## src/rtl/pipe_pkg.sv

```systemverilog
// Shared types and constants for the pipeline hazard controller.
package pipe_pkg;

    localparam int MD_LAT_DEF = 8;

    typedef enum logic [1:0] {
        RUN      = 2'd0,
        MD_BUSY  = 2'd1,
        MEM_WAIT = 2'd2
    } state_e;

    typedef struct packed {
        logic pc_en;
        logic if_id_en;
        logic if_id_flush;
        logic id_ex_en;
        logic id_ex_bubble;
        logic ex_mem_en;
        logic ex_mem_bubble;
        logic mem_wb_bubble;
        logic md_go;
    } ctrl_t;

    localparam ctrl_t CTRL_DEFAULT = '{
        pc_en: 1'b1, if_id_en: 1'b1, if_id_flush: 1'b0,
        id_ex_en: 1'b1, id_ex_bubble: 1'b0,
        ex_mem_en: 1'b1, ex_mem_bubble: 1'b0,
        mem_wb_bubble: 1'b0, md_go: 1'b0
    };

    function automatic logic [31:0] sat_inc32(input logic [31:0] v);
        if (v == 32'hFFFF_FFFF) begin
            return v;
        end else begin
            return v + 32'd1;
        end
    endfunction

endpackage

```

## src/rtl/md_timer.sv

```systemverilog
// Down-counter timing a mult/div occupancy of EX; loaded once on entry, never wraps.
module md_timer #(
    parameter int W = 3
) (
    input  logic         clk,
    input  logic         reset,
    input  logic         load,
    input  logic         dec,
    input  logic [W-1:0] value,
    output logic         zero,
    output logic [W-1:0] cnt
);

    localparam logic [W-1:0] ONE = W'(1);

    logic [W-1:0] r_cnt;

    // Count register: load has priority, decrement only on request.
    always_ff @(posedge clk) begin
        if (reset) begin
            r_cnt <= '0;
        end else if (load) begin
            r_cnt <= value;
        end else if (dec) begin
            r_cnt <= r_cnt - ONE;
        end else begin
            r_cnt <= r_cnt;
        end
    end

    assign cnt  = r_cnt;
    assign zero = (r_cnt == '0);

endmodule

```

## src/rtl/pipe_hazard_ctrl.sv

```systemverilog
// Hazard controller: drives pipeline enables/flushes/bubbles for load-use,
// redirects, multi-cycle mult/div and stalled data-memory accesses.
module pipe_hazard_ctrl
    import pipe_pkg::*;
#(
    parameter int MD_LAT = MD_LAT_DEF
) (
    input  logic        clk,
    input  logic        reset,
    input  logic [4:0]  id_rs,
    input  logic [4:0]  id_rt,
    input  logic        id_uses_rt,
    input  logic        ex_mem_read,
    input  logic [4:0]  ex_rt,
    input  logic        ex_redirect,
    input  logic        ex_md_start,
    input  logic        dmem_req,
    input  logic        dmem_ready,
    output logic        pc_en,
    output logic        if_id_en,
    output logic        if_id_flush,
    output logic        id_ex_en,
    output logic        id_ex_bubble,
    output logic        ex_mem_en,
    output logic        ex_mem_bubble,
    output logic        mem_wb_bubble,
    output logic        md_go,
    output logic [31:0] stall_cnt
);

    localparam int CW = (MD_LAT > 1) ? $clog2(MD_LAT) : 1;
    localparam logic [CW-1:0] MD_LOAD = CW'(MD_LAT - 2);

    state_e        r_state;
    state_e        w_next;
    ctrl_t         w_ctrl;
    logic          w_load;
    logic          w_dec;
    logic          w_md_zero;
    logic [CW-1:0] w_md_cnt;
    logic          w_load_use;
    logic [31:0]   r_stall_cnt;

    md_timer #(.W(CW)) u_md_timer (
        .clk   (clk),
        .reset (reset),
        .load  (w_load),
        .dec   (w_dec),
        .value (MD_LOAD),
        .zero  (w_md_zero),
        .cnt   (w_md_cnt)
    );

    assign w_load_use = ex_mem_read && (ex_rt != 5'd0) &&
                        ((ex_rt == id_rs) || (id_uses_rt && (ex_rt == id_rt)));

    // Next state and control outputs; reset forces the RUN defaults.
    always_comb begin
        w_ctrl = CTRL_DEFAULT;
        w_next = r_state;
        w_load = 1'b0;
        w_dec  = 1'b0;
        if (reset) begin
            w_next = RUN;
        end else begin
            case (r_state)
                RUN: begin
                    if (dmem_req && !dmem_ready) begin
                        w_ctrl.pc_en         = 1'b0;
                        w_ctrl.if_id_en      = 1'b0;
                        w_ctrl.id_ex_en      = 1'b0;
                        w_ctrl.ex_mem_en     = 1'b0;
                        w_ctrl.mem_wb_bubble = 1'b1;
                        w_next               = MEM_WAIT;
                    end else if (ex_md_start) begin
                        w_ctrl.md_go         = 1'b1;
                        w_ctrl.pc_en         = 1'b0;
                        w_ctrl.if_id_en      = 1'b0;
                        w_ctrl.id_ex_en      = 1'b0;
                        w_ctrl.ex_mem_bubble = 1'b1;
                        w_load               = 1'b1;
                        w_next               = MD_BUSY;
                    end else if (ex_redirect) begin
                        // Redirect wins over load-use: the dependent instruction is squashed anyway.
                        w_ctrl.if_id_flush   = 1'b1;
                        w_ctrl.id_ex_bubble  = 1'b1;
                    end else if (w_load_use) begin
                        w_ctrl.pc_en         = 1'b0;
                        w_ctrl.if_id_en      = 1'b0;
                        w_ctrl.id_ex_bubble  = 1'b1;
                    end else begin
                        w_next = RUN;
                    end
                end
                MD_BUSY: begin
                    if (!w_md_zero) begin
                        w_ctrl.pc_en         = 1'b0;
                        w_ctrl.if_id_en      = 1'b0;
                        w_ctrl.id_ex_en      = 1'b0;
                        w_ctrl.ex_mem_bubble = 1'b1;
                        w_dec                = (w_md_cnt != '0);
                    end else begin
                        w_next = RUN;
                    end
                end
                MEM_WAIT: begin
                    if (dmem_ready) begin
                        w_next = RUN;
                    end else begin
                        w_ctrl.pc_en         = 1'b0;
                        w_ctrl.if_id_en      = 1'b0;
                        w_ctrl.id_ex_en      = 1'b0;
                        w_ctrl.ex_mem_en     = 1'b0;
                        w_ctrl.mem_wb_bubble = 1'b1;
                    end
                end
                default: begin
                    w_next = RUN;
                end
            endcase
        end
    end

    // State register.
    always_ff @(posedge clk) begin
        if (reset) begin
            r_state <= RUN;
        end else begin
            r_state <= w_next;
        end
    end

    // Saturating count of cycles with the PC held.
    always_ff @(posedge clk) begin
        if (reset) begin
            r_stall_cnt <= 32'd0;
        end else if (!w_ctrl.pc_en) begin
            r_stall_cnt <= sat_inc32(r_stall_cnt);
        end else begin
            r_stall_cnt <= r_stall_cnt;
        end
    end

    assign pc_en         = w_ctrl.pc_en;
    assign if_id_en      = w_ctrl.if_id_en;
    assign if_id_flush   = w_ctrl.if_id_flush;
    assign id_ex_en      = w_ctrl.id_ex_en;
    assign id_ex_bubble  = w_ctrl.id_ex_bubble;
    assign ex_mem_en     = w_ctrl.ex_mem_en;
    assign ex_mem_bubble = w_ctrl.ex_mem_bubble;
    assign mem_wb_bubble = w_ctrl.mem_wb_bubble;
    assign md_go         = w_ctrl.md_go;
    assign stall_cnt     = r_stall_cnt;

endmodule

```

## config.mk

```make
export PLATFORM = sky130hd
export DESIGN_NAME = pipe_hazard_ctrl
export DESIGN_NICKNAME = d
export VERILOG_FILES = /design/src/rtl/pipe_pkg.sv /design/src/rtl/md_timer.sv /design/src/rtl/pipe_hazard_ctrl.sv
export SDC_FILE = /design/constraint.sdc
export NUM_CORES = 1
export LEC_CHECK = 0
export CAP_MARGIN = 20
export CORE_UTILIZATION = 50
export DETAILED_ROUTE_END_ITERATION = 8
export PLACE_DENSITY = 0.86
export SETUP_SLACK_MARGIN = 0.3
export SYNTH_ARGS = -nofsm -noshare
export SYNTH_HDL_FRONTEND = slang
export SYNTH_SLANG_ARGS = --single-unit
```

## constraint.sdc

```tcl
create_clock -name clk -period 5.94 [get_ports clk]
set_input_delay 1.188 -clock clk [delete_from_list [all_inputs] [get_ports clk]]
set_output_delay 1.188 -clock clk [all_outputs]
set_load 0.02 [all_outputs]
```

=== Yosys cells after proc, flatten, opt, wreduce, memory -nomap -nowiden ===
Index checks and enable logic that the tools add are counted.

* Bitwise gates (word level): 2
* Equal/unequal tests: 9
* Muxes and demuxes: 45
* Reduce and logical (&&, ||, !) cells: 14
* $add $sub $neg: 2

{| class="wikitable"
|+ Operators with widths
! kind !! number
|-
| $add 32x1->32 const B || 1
|-
| $eq 32x32->1 const B || 1
|-
| $mux 1 || 24
|-
| $mux 2 || 12
|-
| $pmux 2 s3 || 2
|-
| $eq 5x5->1 || 2
|-
| $mux 9 || 1
|-
| $ne 4x4->1 const B || 2
|-
| $mux 3 || 2
|-
| $pmux 1 s2 || 3
|-
| $reduce_bool 5->1 || 1
|-
| $logic_and 1x1->1 || 4
|-
| $ne 2x2->1 const B || 2
|-
| $reduce_and 4->1 || 1
|-
| $logic_not 3->1 || 1
|-
| $pmux 1 s3 || 1
|-
| $reduce_bool 3->1 || 1
|-
| $sub 3x1->3 const B || 1
|-
| $eq 2x1->1 const B || 1
|-
| $eq 2x2->1 const B || 1
|-
| $logic_not 2->1 || 1
|-
| $not 1->1 || 2
|-
| $reduce_and 2->1 || 1
|-
| $reduce_bool 2->1 || 1
|-
| 3 further kinds || 3
|}

* Logic and storage cells: 76
* Output and inout port bits: 41
* Input port bits: 23
* Register bits after elaboration: 37

=== Longest topological paths before layout ===
Gate-level depths: netlist of the first run.

* Depth in word-level cells: 12
* Mapped depth: 11
* Depth with buffers taken out: 9

=== Cells and area by module ===
Synthesis of the first run repeated with hierarchy kept, for this count alone.

* Cells, all modules: 264
* Area total of the unflattened synthesis: 2,100.8 µm²

{| class="wikitable"
|+ By module, submodules not included
! module !! instances !! area each (µm²) !! sequential area each (µm²) !! cells an instance
|-
| pipe_hazard_ctrl || 1 || 1,916.8 || 680.7 || 243
|-
| md_timer || 1 || 183.9 || 60.1 || 21
|}

=== Least setup slack after synthesis of the first run ===
OpenSTA, ideal clock, no wires.

* Path kind: input -> output
* Start: input ex_rt[1]
* End: output pc_en
* Stages on the path: 8
* Slack: 1,963 ps
* Arrival: 2,789 ps
* Path buffers: 3
* Required time: 4,752 ps
* Cells stage by stage: or4_1 o21ai_0 nor3_1 a21o_1 buf_2 buf_2 inv_1 buf_4

* Cells in the longest elaborated chain, start to end: 10
* Elaborated cells between the ends (all ways): 13
* Classes of those cells: 2 x eq/ne; 6 x mux; 5 x reduce/logical

{| class="wikitable"
|+ RTL lines
! item !! RTL line !! source
|-
| start: declaration || pipe_hazard_ctrl.sv:14 || <nowiki>input logic [4:0] ex_rt,</nowiki>
|-
| $eq 5x5->1 || pipe_hazard_ctrl.sv:55 || <nowiki>((ex_rt == id_rs) || (id_uses_rt && (ex_rt == id_rt)));</nowiki>
|-
| $logic_and 1x1->1 || pipe_hazard_ctrl.sv:55 ||
|-
| $logic_or 1x1->1 || pipe_hazard_ctrl.sv:55 ||
|-
| $logic_and 1x1->1 * || pipe_hazard_ctrl.sv:54 || <nowiki>assign w_load_use = ex_mem_read && (ex_rt != 5'd0) &&</nowiki>
|-
| $mux 2 * || pipe_hazard_ctrl.sv:87 || <nowiki>end else if (w_load_use) begin</nowiki>
|-
| $mux 2 * || pipe_hazard_ctrl.sv:83 || <nowiki>end else if (ex_redirect) begin</nowiki>
|-
| $mux 2 * || pipe_hazard_ctrl.sv:75 || <nowiki>end else if (ex_md_start) begin</nowiki>
|-
| $mux 2 * || pipe_hazard_ctrl.sv:68 || <nowiki>if (dmem_req && !dmem_ready) begin</nowiki>
|-
| $pmux 2 s3 * || pipe_hazard_ctrl.sv:66 || <nowiki>case (r_state)</nowiki>
|-
| $mux 9 * || pipe_hazard_ctrl.sv:63 || <nowiki>if (reset) begin</nowiki>
|-
| end: declaration || pipe_hazard_ctrl.sv:19 || <nowiki>output logic pc_en,</nowiki>
|}

Mark *: on every way between the ends. The rest lies on a longest branch, timed or not.

=== Worst setup path in the final report of the first run ===
* Start: input dmem_ready
* End: output if_id_en

* Cells in the longest elaborated chain, start to end: 5
* Elaborated cells between the ends (all ways): 6
* Classes of those cells: 4 x mux; 2 x reduce/logical

{| class="wikitable"
|+ RTL lines
! item !! RTL line !! source
|-
| start: declaration || pipe_hazard_ctrl.sv:18 || <nowiki>input logic dmem_ready,</nowiki>
|-
| $logic_not 1->1 || pipe_hazard_ctrl.sv:68 ||
|-
| $logic_and 1x1->1 || pipe_hazard_ctrl.sv:68 ||
|-
| $mux 2 || pipe_hazard_ctrl.sv:68 ||
|-
| $pmux 2 s3 * || pipe_hazard_ctrl.sv:66 ||
|-
| $mux 9 * || pipe_hazard_ctrl.sv:63 ||
|-
| end: declaration || pipe_hazard_ctrl.sv:20 || <nowiki>output logic if_id_en,</nowiki>
|}

Marked as above.

==> load_flow_metrics.sql, run 1 <==
INSERT INTO impl_metrics (metric_group, metric, value, unit) VALUES
('global_route', 'grt.total_usage', '23.0', '%'),
('cts', 'clock_edge_transition_at_the_registers_on_the_reported_setup_and_hold_paths', '0.07', 'ns'),
('floorplan', 'initial_core_utilization', '53.1', '%'),
('power', 'power_density_normalized_to_cell_area', '191', 'nW/um^2'),
('critical_path', 'worstSetupStartpointType', 'input port', ''),
('cells_and_area', 'layout.nets', '327', ''),
('cts', 'post_cts.repair.setup_buffers', '0', ''),
('min_path', 'worstHoldStart', 'stall_cnt[6]', ''),
('detailed_routing', 'detail_route.drc_violations', '0', ''),
('cts', 'ctsLongestPathBuffers', '2', ''),
('cells_and_area', 'areaGrowthSynthToFinish', '36.8', '%'),
('cts', 'clockRootBuffer', 'sky130_fd_sc_hd__clkbuf_8', ''),
('critical_path', 'criticalPathCategory', 'input port to output pin', ''),
('critical_path', 'r2r-start', 'stall_cnt[2]', ''),
('run', 'max_cap_violations', '0', ''),
('sta', 'finalWorstPathRequiredPeriod', '4.84', 'ns'),
('floorplan', 'std_cell_rows', '22', ''),
('yosys', 'synthesized_area', '1990', 'sq um'),
('sta', 'worst_slew_margin_rel', '36.7', '%'),
('min_path', 'holdPathEnd', 'stall_cnt[6]', ''),
('critical_path', 'critPathRequiredTime', '4.75', 'ns'),
('detailed_routing', 'post_drt_via_cell_ratio', '5.47', ''),
('power', 'fin_total_pwr', '520', 'uW'),
('power', 'vdd_drop_max', '0.149', 'mV'),
('global_route', 'pin_count_of_the_biggest_net_entering_global_routing', '38', ''),
('yosys', 'synth-xor-area-share', '17.2', '%'),
('yosys', 'yosysTopAreaCellShare', '37.3', '%'),
('floorplan', 'die_area', '4230', 'sq um'),
('power', 'fraction_of_power_spent_switching_nets', '27.1', '%'),
('power', 'p_sw', '141', 'uW'),
('sta', 'report.final.hold_viol_count', '0', ''),
('detailed_routing', 'first_iter_violations', '116', ''),
('yosys', 'syn_inst', '240', ''),
('placed_design', 'portBuffers', '63', ''),
('power', 'internal_power', '379', 'uW'),
('global_route', 'grt-ovfl-total', '0', ''),
('critical_path', 'buffering_stage_count_on_the_worst_path_with_inverters_included', '5', ''),
('cts', 'clock-sinks', '37', ''),
('global_route', 'via_count_of_the_first_global_routing_pass', '1767', ''),
('cts', 'level_count_of_the_clock_h_tree', '2', ''),
('cells_and_area', 'diodes_inserted', '0', ''),
('cts', 'tritoncts.num_buffers', '5', ''),
('detailed_routing', 'final_antenna_net_count', '0', ''),
('global_route', 'grt_antenna_before_repair', '0', ''),
('yosys', 'synth_top_family_by_area', 'simple AND/OR/NAND/NOR gates', ''),
('yosys', 'synth-seq-area-share', '37.3', '%'),
('sta', 'finClkSkew', '0.00676', 'ns'),
('yosys', 'syn_area_per_cell', '8.28', 'sq um'),
('status', 'run_status', 'completed', ''),
('cells_and_area', 'postLayoutCellArea', '2720', 'sq um'),
('sta', 'timing.fmax', '206', 'MHz'),
('detailed_routing', 'detail_route.wl_per_cell', '13.1', 'um'),
('yosys', 'post_synthesis_mux_area_share', '0', '%'),
('yosys', 'synth-warning-count', '0', ''),
('cts', 'tritoncts', 'built', ''),
('sta', 'timing_max_transition_violations_final', '0', ''),
('detailed_routing', 'wl', '4.59', 'mm'),
('cts', 'cts.hold.buffers_added', '0', ''),
('placed_design', 'detailed_place_hpwl', '3.40', 'mm'),
('critical_path', 'timing.critical_path.cells', 'clkdlybuf4s50_1 -> inv_1 -> a2111oi_0 -> nor2_1 -> a21o_1 -> buf_4 -> inv_1 -> clkdlybuf4s50_1', ''),
('floorplan', 'core_region_area', '3740', 'sq um'),
('critical_path', 'timing.reg2reg.worst_path_depth', '7', ''),
('yosys', 'synth-simple-area-share', '31.5', '%'),
('floorplan', 'ios', '64', ''),
('detailed_routing', 'via_count', '1913', ''),
('power', 'cellLeakagePower', '1.00', 'nW'),
('sta', 'fin_setup_tns', '0', 'ns'),
('critical_path', 'worst_path_dominant_cell_family', 'buffers and inverters', ''),
('detailed_routing', 'drtPass1Iterations', '4', ''),
('cts', 'clock_insertion_delay_worst_skew', '0.28', 'ns'),
('yosys', 'synth_fa_ha_area_share', '1.89', '%');
==> power groups by stage <==
stage | Sequential (mW) | Clock [mW] | Combinational [mW]
global placement | 0.264 | 0 | 0.0922
global route | 0.260 | 0.180 | 0.103
detailed placement | 0.265 | 0 | 0.0942
CTS | 0.259 | 0.169 | 0.0948
floorplan | 0.266 | 0 | 0.0528
finish | 0.259 | 0.167 | 0.0944
==> worst reg2reg max path, cell delays in order, from the launching register on <==
cell and delay [ns]:
sky130_fd_sc_hd__dfxtp_1 0.44, sky130_fd_sc_hd__nand4_1 0.19, sky130_fd_sc_hd__nor2_1 0.21, sky130_fd_sc_hd__nand2_1 0.16
sky130_fd_sc_hd__a211oi_1 0.77, sky130_fd_sc_hd__nand4_1 0.21, sky130_fd_sc_hd__xor2_1 0.18, sky130_fd_sc_hd__nor2_1 0.05
==> sequential cells by signal, summed over array words and instances, names as in the netlist <==
register        flops
u_md_timer.cnt      3
stall_cnt          32
r_state             2
==> area by class of cell <==
class / instances / area, sq um
flip-flops and latches: 37 / 741
repair buffers: 66 / 651
clock inverters: 2 / 10.0
inverters: 10 / 37.5
clock buffers: 6 / 72.6
multi-input cells: 181 / 1150
well taps: 48 / 60.1
fillers: 308 / 1020
==> stage by stage <==
step	utilization, %	instances	hold WS, ns	worst slack, ns
after floorplan	-	240	0.501	1.96
after global placement	70.3	341	0.465	1.15
after detailed placement	70.3	341	0.488	1.09
after CTS	72.5	349	0.505	1.09
after global routing	72.7	350	0.515	0.835
final	72.7	350	0.515	1.10
==> metal layers <==
| metal | share of wire (%) | vias to the layer above | global-route usage, % |
|---|---|---|---|
| met1 | 45 | 917 | 27.3 |
| met3 | 3.6 | 2 | 4.75 |
| li1 | - | 950 | - |
| met4 | 0.48 | 0 | 6.52 |
| met2 | 51 | 44 | 41.5 |
| met5 | 0 | - | 0 |
==> cells by family (layout without fill, tap and decap cells) <==
family	after synthesis	count (layout)
buffers and inverters	22	84
AND/OR/NAND/NOR	115	115
flip-flops	37	37
XOR/XNOR	39	39
AO/OA/AOI/OAI	24	24
adder cells (fa/ha/maj)	3	3
==> cell usage after synthesis, drive strengths merged <==
master,n
xor2,25
and4,1
nor2b,3
xnor2,14
buf,6
or3b,1
nand2b,1
nor4b,1
a21oi,10
nor3b,1
and3,8
a211oi,4
nand2,11
o22ai,1
o31ai,2
nand4b,1
and2,2
inv,10
nor2,37
and3b,1
clkbuf,6
or3,2
a21o,1
a2111oi,1
nand3,18
nand4,19
dfxtp,37
nor4,2
or4,1
nor3,5
o21ai,5
ha,3
==> worst max path at each step <==
stage | endpoint | cells after the start | startpoint
final | if_id_en | 8 | dmem_ready
after detailed placement | if_id_en | 8 | dmem_ready
after floorplan | pc_en | 8 | ex_rt[1]
after global placement | if_id_en | 8 | dmem_ready
after CTS | if_id_en | 8 | dmem_ready
after global routing | if_id_en | 8 | dmem_ready
==> cell usage in the layout, fill, tap and decap left out, types with 10 or more instances in the layout <==
| cell type | count |
|---|---|
| sky130_fd_sc_hd__xor2_1 | 25 |
| sky130_fd_sc_hd__dfxtp_1 | 37 |
| sky130_fd_sc_hd__xnor2_1 | 14 |
| sky130_fd_sc_hd__nor2_1 | 37 |
| sky130_fd_sc_hd__a21oi_1 | 10 |
| sky130_fd_sc_hd__nand3_1 | 16 |
| sky130_fd_sc_hd__inv_1 | 10 |
| sky130_fd_sc_hd__nand4_1 | 18 |
| sky130_fd_sc_hd__nand2_1 | 11 |
| sky130_fd_sc_hd__clkdlybuf4s50_1 | 63 |
(Power assumes the default switching activity.)
==> run 2: changes to the inputs <==
--- a/config.mk
+++ b/config.mk
@@ -6,9 +6,9 @@
 export NUM_CORES = 1
 export LEC_CHECK = 0
 export CAP_MARGIN = 20
-export CORE_UTILIZATION = 50
+export CORE_UTILIZATION = 46
 export DETAILED_ROUTE_END_ITERATION = 8
-export PLACE_DENSITY = 0.86
+export PLACE_DENSITY = 0.8
 export SETUP_SLACK_MARGIN = 0.3
 export SYNTH_ARGS = -nofsm -noshare
 export SYNTH_HDL_FRONTEND = slang
==> constraint.sdc (replaced) <==
create_clock -name clk -period 4.6 [get_ports clk]
set_input_delay 0.92 -clock clk [delete_from_list [all_inputs] [get_ports clk]]
set_output_delay 0.92 -clock clk [all_outputs]
set_load 0.02 [all_outputs]
==> load_flow_metrics.sql, run 2 (same netlist as run 1, synthesis figures left out) <==
INSERT INTO impl_metrics (metric_group, metric, value, unit) VALUES
('detailed_routing', 'detail_route.drc_violations', '0', ''),
('critical_path', 'r2r-start', 'stall_cnt[2]', ''),
('detailed_routing', 'post_drt_via_cell_ratio', '5.27', ''),
('cts', 'tritoncts', 'built', ''),
('detailed_routing', 'final_antenna_net_count', '0', ''),
('detailed_routing', 'first_iter_violations', '124', ''),
('floorplan', 'die_area', '4590', 'sq um'),
('cts', 'tritoncts.num_buffers', '5', ''),
('power', 'combinationalPowerShare', '17.9', '%'),
('power', 'internal_power', '504', 'uW'),
('sta', 'report.final.hold_viol_count', '0', ''),
('floorplan', 'core_region_area', '4090', 'sq um'),
('sta', 'tightest_slew', '0.964', 'ns'),
('sta', 'post-route-worst-setup-slack', '0.570', 'ns'),
('cts', 'ctsLongestPathBuffers', '2', ''),
('status', 'run_status', 'completed', ''),
('floorplan', 'die_x', '67.7', 'um'),
('global_route', 'via_count_of_the_first_global_routing_pass', '1682', ''),
('power', 'p_seq_share', '48.6', '%'),
('sta', 'fin_setup_tns', '0', 'ns'),
('cells_and_area', 'layout.nets', '327', ''),
('floorplan', 'ios', '64', ''),
('detailed_routing', 'via_count', '1851', ''),
('power', 'vdd_drop_max', '0.162', 'mV'),
('critical_path', 'criticalPathCategory', 'input port to output pin', ''),
('min_path', 'worstHoldStart', 'stall_cnt[6]', ''),
('power', 'cellLeakagePower', '1.00', 'nW'),
('cts', 'level_count_of_the_clock_h_tree', '2', ''),
('power', 'power_density_normalized_to_cell_area', '252', 'nW/um^2'),
('sta', 'finClkSkew', '0.00261', 'ns'),
('critical_path', 'reg2reg_to', 'stall_cnt[27]', ''),
('cts', 'clock_insertion_delay_worst_skew', '0.29', 'ns'),
('global_route', 'grt-ovfl-total', '0', ''),
('placed_design', 'detailed_place_hpwl', '3.33', 'mm'),
('sta', 'worst_slew_margin_rel', '35.3', '%'),
('sta', 'timing.final.setup_violations', '0', ''),
('power', 'fraction_of_power_spent_switching_nets', '26.6', '%'),
('placed_design', 'place_ws', '0.419', 'ns'),
('critical_path', 'worstPathArrival', '3.11', 'ns'),
('min_path', 'holdPathEnd', 'stall_cnt[6]', ''),
('critical_path', 'worstSetupStartpointType', 'input port', ''),
('global_route', 'grt_antenna_before_repair', '0', ''),
('global_route', 'pin_count_of_the_biggest_net_entering_global_routing', '41', ''),
('critical_path', 'cp-startpoint', 'dmem_ready', ''),
('sta', 'timing.fmax', '248', 'MHz'),
('detailed_routing', 'drtPass1Iterations', '4', ''),
('critical_path', 'worst_setup_path_end_kind', 'output pin', ''),
('detailed_routing', 'wl', '4.46', 'mm'),
('cells_and_area', 'layout.cells.most_common_list', 'sky130_fd_sc_hd__clkdlybuf4s50_1, sky130_fd_sc_hd__nor2_1, sky130_fd_sc_hd__dfxtp_1', ''),
('floorplan', 'std_cell_rows', '23', ''),
('global_route', 'grt.total_usage', '22.1', '%'),
('placed_design', 'placed_cells', '343', ''),
('power', 'p_sw', '183', 'uW'),
('cts', 'post_cts_resize_count', '0', ''),
('floorplan', 'initial_core_utilization', '48.7', '%'),
('min_path', 'holdCritPathClass', 'flip-flop to flip-flop', ''),
('sta', 'layout_worst_path_cycle_share', '87.6', '%'),
('power', 'clock_power_share', '33.5', '%'),
('cts', 'clock-sinks', '37', ''),
('critical_path', 'critical_path_peak_fanout', '4', ''),
('cells_and_area', 'layout-drive-gt1-share', '5.32', '%'),
('placed_design', 'portBuffers', '63', ''),
('cells_and_area', 'largest_reg_flops', '32', ''),
('placed_design', 'gp_routability_congestion', '0.762', ''),
('cts', 'clock_edge_transition_at_the_registers_on_the_reported_setup_and_hold_paths', '0.07', 'ns'),
('sta', 'timing_max_transition_violations_final', '0', ''),
('cts', 'clockRootBuffer', 'sky130_fd_sc_hd__clkbuf_8', ''),
('critical_path', 'timing.reg2reg.worst_path_depth', '7', ''),
('global_route', 'wire_length_of_the_first_global_routing_pass', '7.60', 'mm'),
('critical_path', 'r2r_slack', '2.25', 'ns'),
('sta', 'setup_repair_after_global_routing_missed_its_margin', 'no', ''),
('cells_and_area', 'diodes_inserted', '0', ''),
('critical_path', 'critPathRequiredTime', '3.68', 'ns'),
('cts', 'cts.hold.buffers_added', '0', ''),
('cells_and_area', 'final_common_cell', 'sky130_fd_sc_hd__clkdlybuf4s50_1', ''),
('cells_and_area', 'fillerInstances', '378', ''),
('cts', 'post_cts.repair.setup_buffers', '0', ''),
('cells_and_area', 'areaGrowthSynthToFinish', '37.2', '%'),
('sta', 'finalWorstPathRequiredPeriod', '4.03', 'ns'),
('min_path', 'min_delay_path_depth', '1', ''),
('floorplan', 'die_height', '67.7', 'um'),
('run', 'max_cap_violations', '0', ''),
('detailed_routing', 'detail_route.wl_per_cell', '12.7', 'um'),
('cells_and_area', 'finish.cell_count_without_fillers', '351', '');
## run 2: power groups by stage
stage          Sequential, mW  Clock, mW  Combinational, mW
6_report                0.334      0.230              0.123
3_3_place_gp            0.341          0              0.121
3_5_place_dp            0.341          0              0.122
4_1_cts                 0.334      0.235              0.123
2_1_floorplan           0.344          0             0.0682
5_1_grt                 0.335      0.249              0.135
## run 2: how the worst max path moves through the flow
| stage | endpoint | depth (start not counted) |
|---|---|---|
| floorplan | pc_en | 8 |
| detailed placement | pc_en | 7 |
| CTS | pc_en | 7 |
| global route | pc_en | 7 |
| global placement | pc_en | 7 |
| finish | pc_en | 7 |
## run 2: final cells by class
class	instances	area, sq um	share of cell area, %
multi-input cells	181	1150	42.2
flip-flops and latches	37	741	27.2
repair buffers	66	651	23.9
clock buffers	7	86.3	3.17
well taps	50	62.6	2.29
inverters	10	37.5	1.38
## run 2: routing by layer
layer  share of wire, %  vias up  track usage [%]
met4                1.5        0             7.18
met5                  0        -                0
met3                6.0        5             7.77
met1                 45      844             27.5
li1                   -      949                -
met2                 48       53             35.3
## run 2: critical path, cell delays in order
cell	delay [ns]
sky130_fd_sc_hd__clkdlybuf4s50_1	0.52
sky130_fd_sc_hd__inv_1	0.07
sky130_fd_sc_hd__a2111oi_1	0.55
sky130_fd_sc_hd__nor2_1	0.14
sky130_fd_sc_hd__a21o_1	0.22
sky130_fd_sc_hd__inv_1	0.08
sky130_fd_sc_hd__clkdlybuf4s50_1	0.60
## run 2: through the flow
step	utilization [%]	cell area [sq um]	hold slack [ns]	total power, mW
2_1_floorplan	-	1990	0.501	0.412
3_3_place_gp	64.5	2640	0.473	0.462
3_5_place_dp	64.5	2640	0.482	0.464
4_1_cts	66.6	2720	0.492	0.692
5_1_grt	66.7	2730	0.513	0.719
6_report	66.7	2730	0.488	0.687
==> run 3: changes to the inputs <==
--- a/config.mk
+++ b/config.mk
@@ -5,7 +5,6 @@
 export SDC_FILE = /design/constraint.sdc
 export NUM_CORES = 1
 export LEC_CHECK = 0
-export CAP_MARGIN = 20
 export CORE_UTILIZATION = 46
 export DETAILED_ROUTE_END_ITERATION = 8
 export PLACE_DENSITY = 0.8
==> load_flow_metrics.sql, run 3 (same netlist as run 1, synthesis figures left out) <==
INSERT INTO impl_metrics (metric_group, metric, value, unit) VALUES
('status', 'run_status', 'completed', ''),
('critical_path', 'r2r_slack', '2.18', 'ns'),
('detailed_routing', 'detail_route.drc_violations', '0', ''),
('critical_path', 'critPathRequiredTime', '3.68', 'ns'),
('detailed_routing', 'first_iter_violations', '113', ''),
('sta', 'finClkSkew', '0.00333', 'ns'),
('sta', 'setup_repair_after_global_routing_missed_its_margin', 'no', ''),
('sta', 'tightest_slew', '1.06', 'ns'),
('critical_path', 'r2r-start', 'stall_cnt[3]', ''),
('detailed_routing', 'detail_route.wl_per_cell', '12.8', 'um'),
('global_route', 'grt.total_usage', '22.1', '%'),
('cells_and_area', 'largest_reg_flops', '32', ''),
('run', 'max_cap_violations', '0', ''),
('critical_path', 'worstPathArrival', '3.11', 'ns'),
('floorplan', 'initial_core_utilization', '48.7', '%'),
('placed_design', 'detailed_place_hpwl', '3.33', 'mm'),
('cells_and_area', 'seq_area', '741', 'sq um'),
('min_path', 'min_delay_path_depth', '1', ''),
('critical_path', 'timing.reg2reg.worst_path_depth', '6', ''),
('detailed_routing', 'drtPass1Iterations', '4', ''),
('power', 'vdd_drop_max', '0.163', 'mV'),
('sta', 'timing.fmax', '248', 'MHz'),
('critical_path', 'worstSetupStartpointType', 'input port', ''),
('cells_and_area', 'fillerInstances', '379', ''),
('power', 'p_sw', '182', 'uW'),
('critical_path', 'cp-startpoint', 'dmem_ready', ''),
('floorplan', 'std_cell_rows', '23', ''),
('power', 'power_density_normalized_to_cell_area', '252', 'nW/um^2'),
('floorplan', 'die_area', '4590', 'sq um'),
('cells_and_area', 'core_occupancy_in_the_finished_layout', '66.6', '%'),
('floorplan', 'die_height', '67.7', 'um'),
('power', 'cellLeakagePower', '0.996', 'nW'),
('global_route', 'via_count_of_the_first_global_routing_pass', '1682', ''),
('detailed_routing', 'final_antenna_net_count', '0', ''),
('sta', 'finalHoldWorstSlack', '0.487', 'ns'),
('cells_and_area', 'areaGrowthSynthToFinish', '36.9', '%'),
('critical_path', 'criticalPathCategory', 'input port to output pin', ''),
('critical_path', 'worst_setup_path_end_kind', 'output pin', ''),
('placed_design', 'gp_routability_congestion', '0.762', ''),
('global_route', 'grt-ovfl-total', '0', ''),
('floorplan', 'die_x', '67.7', 'um'),
('cells_and_area', 'final_common_cell', 'sky130_fd_sc_hd__clkdlybuf4s50_1', ''),
('floorplan', 'core_region_area', '4090', 'sq um'),
('cells_and_area', 'layout.nets', '326', ''),
('cells_and_area', 'layout.cells.most_common_list', 'sky130_fd_sc_hd__clkdlybuf4s50_1, sky130_fd_sc_hd__nor2_1, sky130_fd_sc_hd__dfxtp_1', ''),
('placed_design', 'placed_cells', '343', ''),
('sta', 'layout_worst_path_cycle_share', '87.6', '%'),
('power', 'combinationalPowerShare', '17.9', '%'),
('critical_path', 'timing.critical_path.cells', 'clkdlybuf4s50_1 -> inv_1 -> a2111oi_1 -> nor2_1 -> a21o_1 -> inv_1 -> clkdlybuf4s50_1', ''),
('cts', 'clock_edge_transition_at_the_registers_on_the_reported_setup_and_hold_paths', '0.07', 'ns'),
('cts', 'clock_insertion_delay_worst_skew', '0.29', 'ns'),
('detailed_routing', 'via_count', '1860', ''),
('cts', 'clock-sinks', '37', ''),
('global_route', 'pin_count_of_the_biggest_net_entering_global_routing', '41', ''),
('cts', 'level_count_of_the_clock_h_tree', '2', ''),
('critical_path', 'reg2reg_to', 'stall_cnt[28]', ''),
('cells_and_area', 'area_of_the_multi_input_gates', '1150', 'sq um'),
('sta', 'finalWorstPathRequiredPeriod', '4.03', 'ns'),
('detailed_routing', 'post_drt_via_cell_ratio', '5.31', ''),
('cells_and_area', 'layout-drive-gt1-share', '5.00', '%'),
('power', 'fin_total_pwr', '687', 'uW'),
('min_path', 'holdCritPathClass', 'flip-flop to flip-flop', ''),
('cells_and_area', 'finish.cell_count_without_fillers', '350', ''),
('sta', 'worst_slew_margin_rel', '28.6', '%'),
('detailed_routing', 'wl', '4.47', 'mm'),
('placed_design', 'portBuffers', '63', ''),
('critical_path', 'worst_path_max_delay_cell', 'sky130_fd_sc_hd__clkdlybuf4s50_1', ''),
('sta', 'fin_setup_tns', '0', 'ns'),
('sta', 'timing_max_transition_violations_final', '0', ''),
('cts', 'tritoncts.num_buffers', '5', ''),
('power', 'internal_power', '504', 'uW'),
('cells_and_area', 'diodes_inserted', '0', ''),
('global_route', 'wire_length_of_the_first_global_routing_pass', '7.60', 'mm'),
('power', 'fraction_of_power_spent_switching_nets', '26.6', '%'),
('sta', 'report.final.hold_viol_count', '0', ''),
('min_path', 'holdPathEnd', 'stall_cnt[6]', ''),
('power', 'p_seq_share', '48.7', '%'),
('cts', 'tritoncts', 'built', ''),
('sta', 'timing.final.setup_violations', '0', ''),
('cts', 'clockRootBuffer', 'sky130_fd_sc_hd__clkbuf_8', ''),
('cts', 'ctsLongestPathBuffers', '2', ''),
('min_path', 'worstHoldStart', 'stall_cnt[6]', ''),
('critical_path', 'worst_path_largest_cell_delay', '0.60', 'ns'),
('floorplan', 'ios', '64', ''),
('power', 'clock_power_share', '33.4', '%'),
('global_route', 'grt_antenna_before_repair', '0', ''),
('critical_path', 'critical_path_peak_fanout', '4', '');
[run 3: layer usage]
metal	GRT usage [%]	vias to the layer above	routed length, um
li1	-	947	-
met1	27.5	852	2000
met2	35.3	56	2130
met3	7.77	5	278
met4	7.18	0	65
met5	0	-	0
[run 3: how the worst max path moves through the flow]
stage / end / depth (start not counted)
floorplan: pc_en / 8
global placement: pc_en / 7
detailed placement: pc_en / 7
CTS: pc_en / 7
global route: pc_en / 7
finish: pc_en / 7
[run 3: what timing repair did]
action,in CTS,in global routing
gates resized for setup,0,1
endpoints found under the setup margin,0,2
setup buffers,0,0
hold buffers,0,0
hold endpoints to repair,0,0
[run 3: worst max-delay path, delay by kind of cell]
kind                   cells  cell delay (ns)
AOI/OAI and AO/OA          2             0.77
and+or+nand+nor            1             0.14
buffers and inverters      4             1.27
[run 3: cell type report]
type	instances	share of cell area, %
Multi-Input combinational cell	181	42.2
Inverter	10	1.38
Tap cell	50	2.30
Timing Repair Buffer	65	23.7
Sequential cell	37	27.2
Clock buffer	7	3.17
[run 3: through the flow]
step	cell area, sq um	setup slack [ns]
after detailed placement	2640	0.419
after CTS	2720	0.422
final	2720	0.570
after global placement	2640	0.501
after global routing	2720	0.305
after floorplan	1990	1.16
[run 3: power groups by stage]
stage	combinational [mW]	clock [mW]	sequential [mW]
6_report	0.123	0.230	0.334
5_1_grt	0.135	0.249	0.335
4_1_cts	0.123	0.235	0.334
3_5_place_dp	0.122	0	0.341
3_3_place_gp	0.121	0	0.341
2_1_floorplan	0.0682	0	0.344
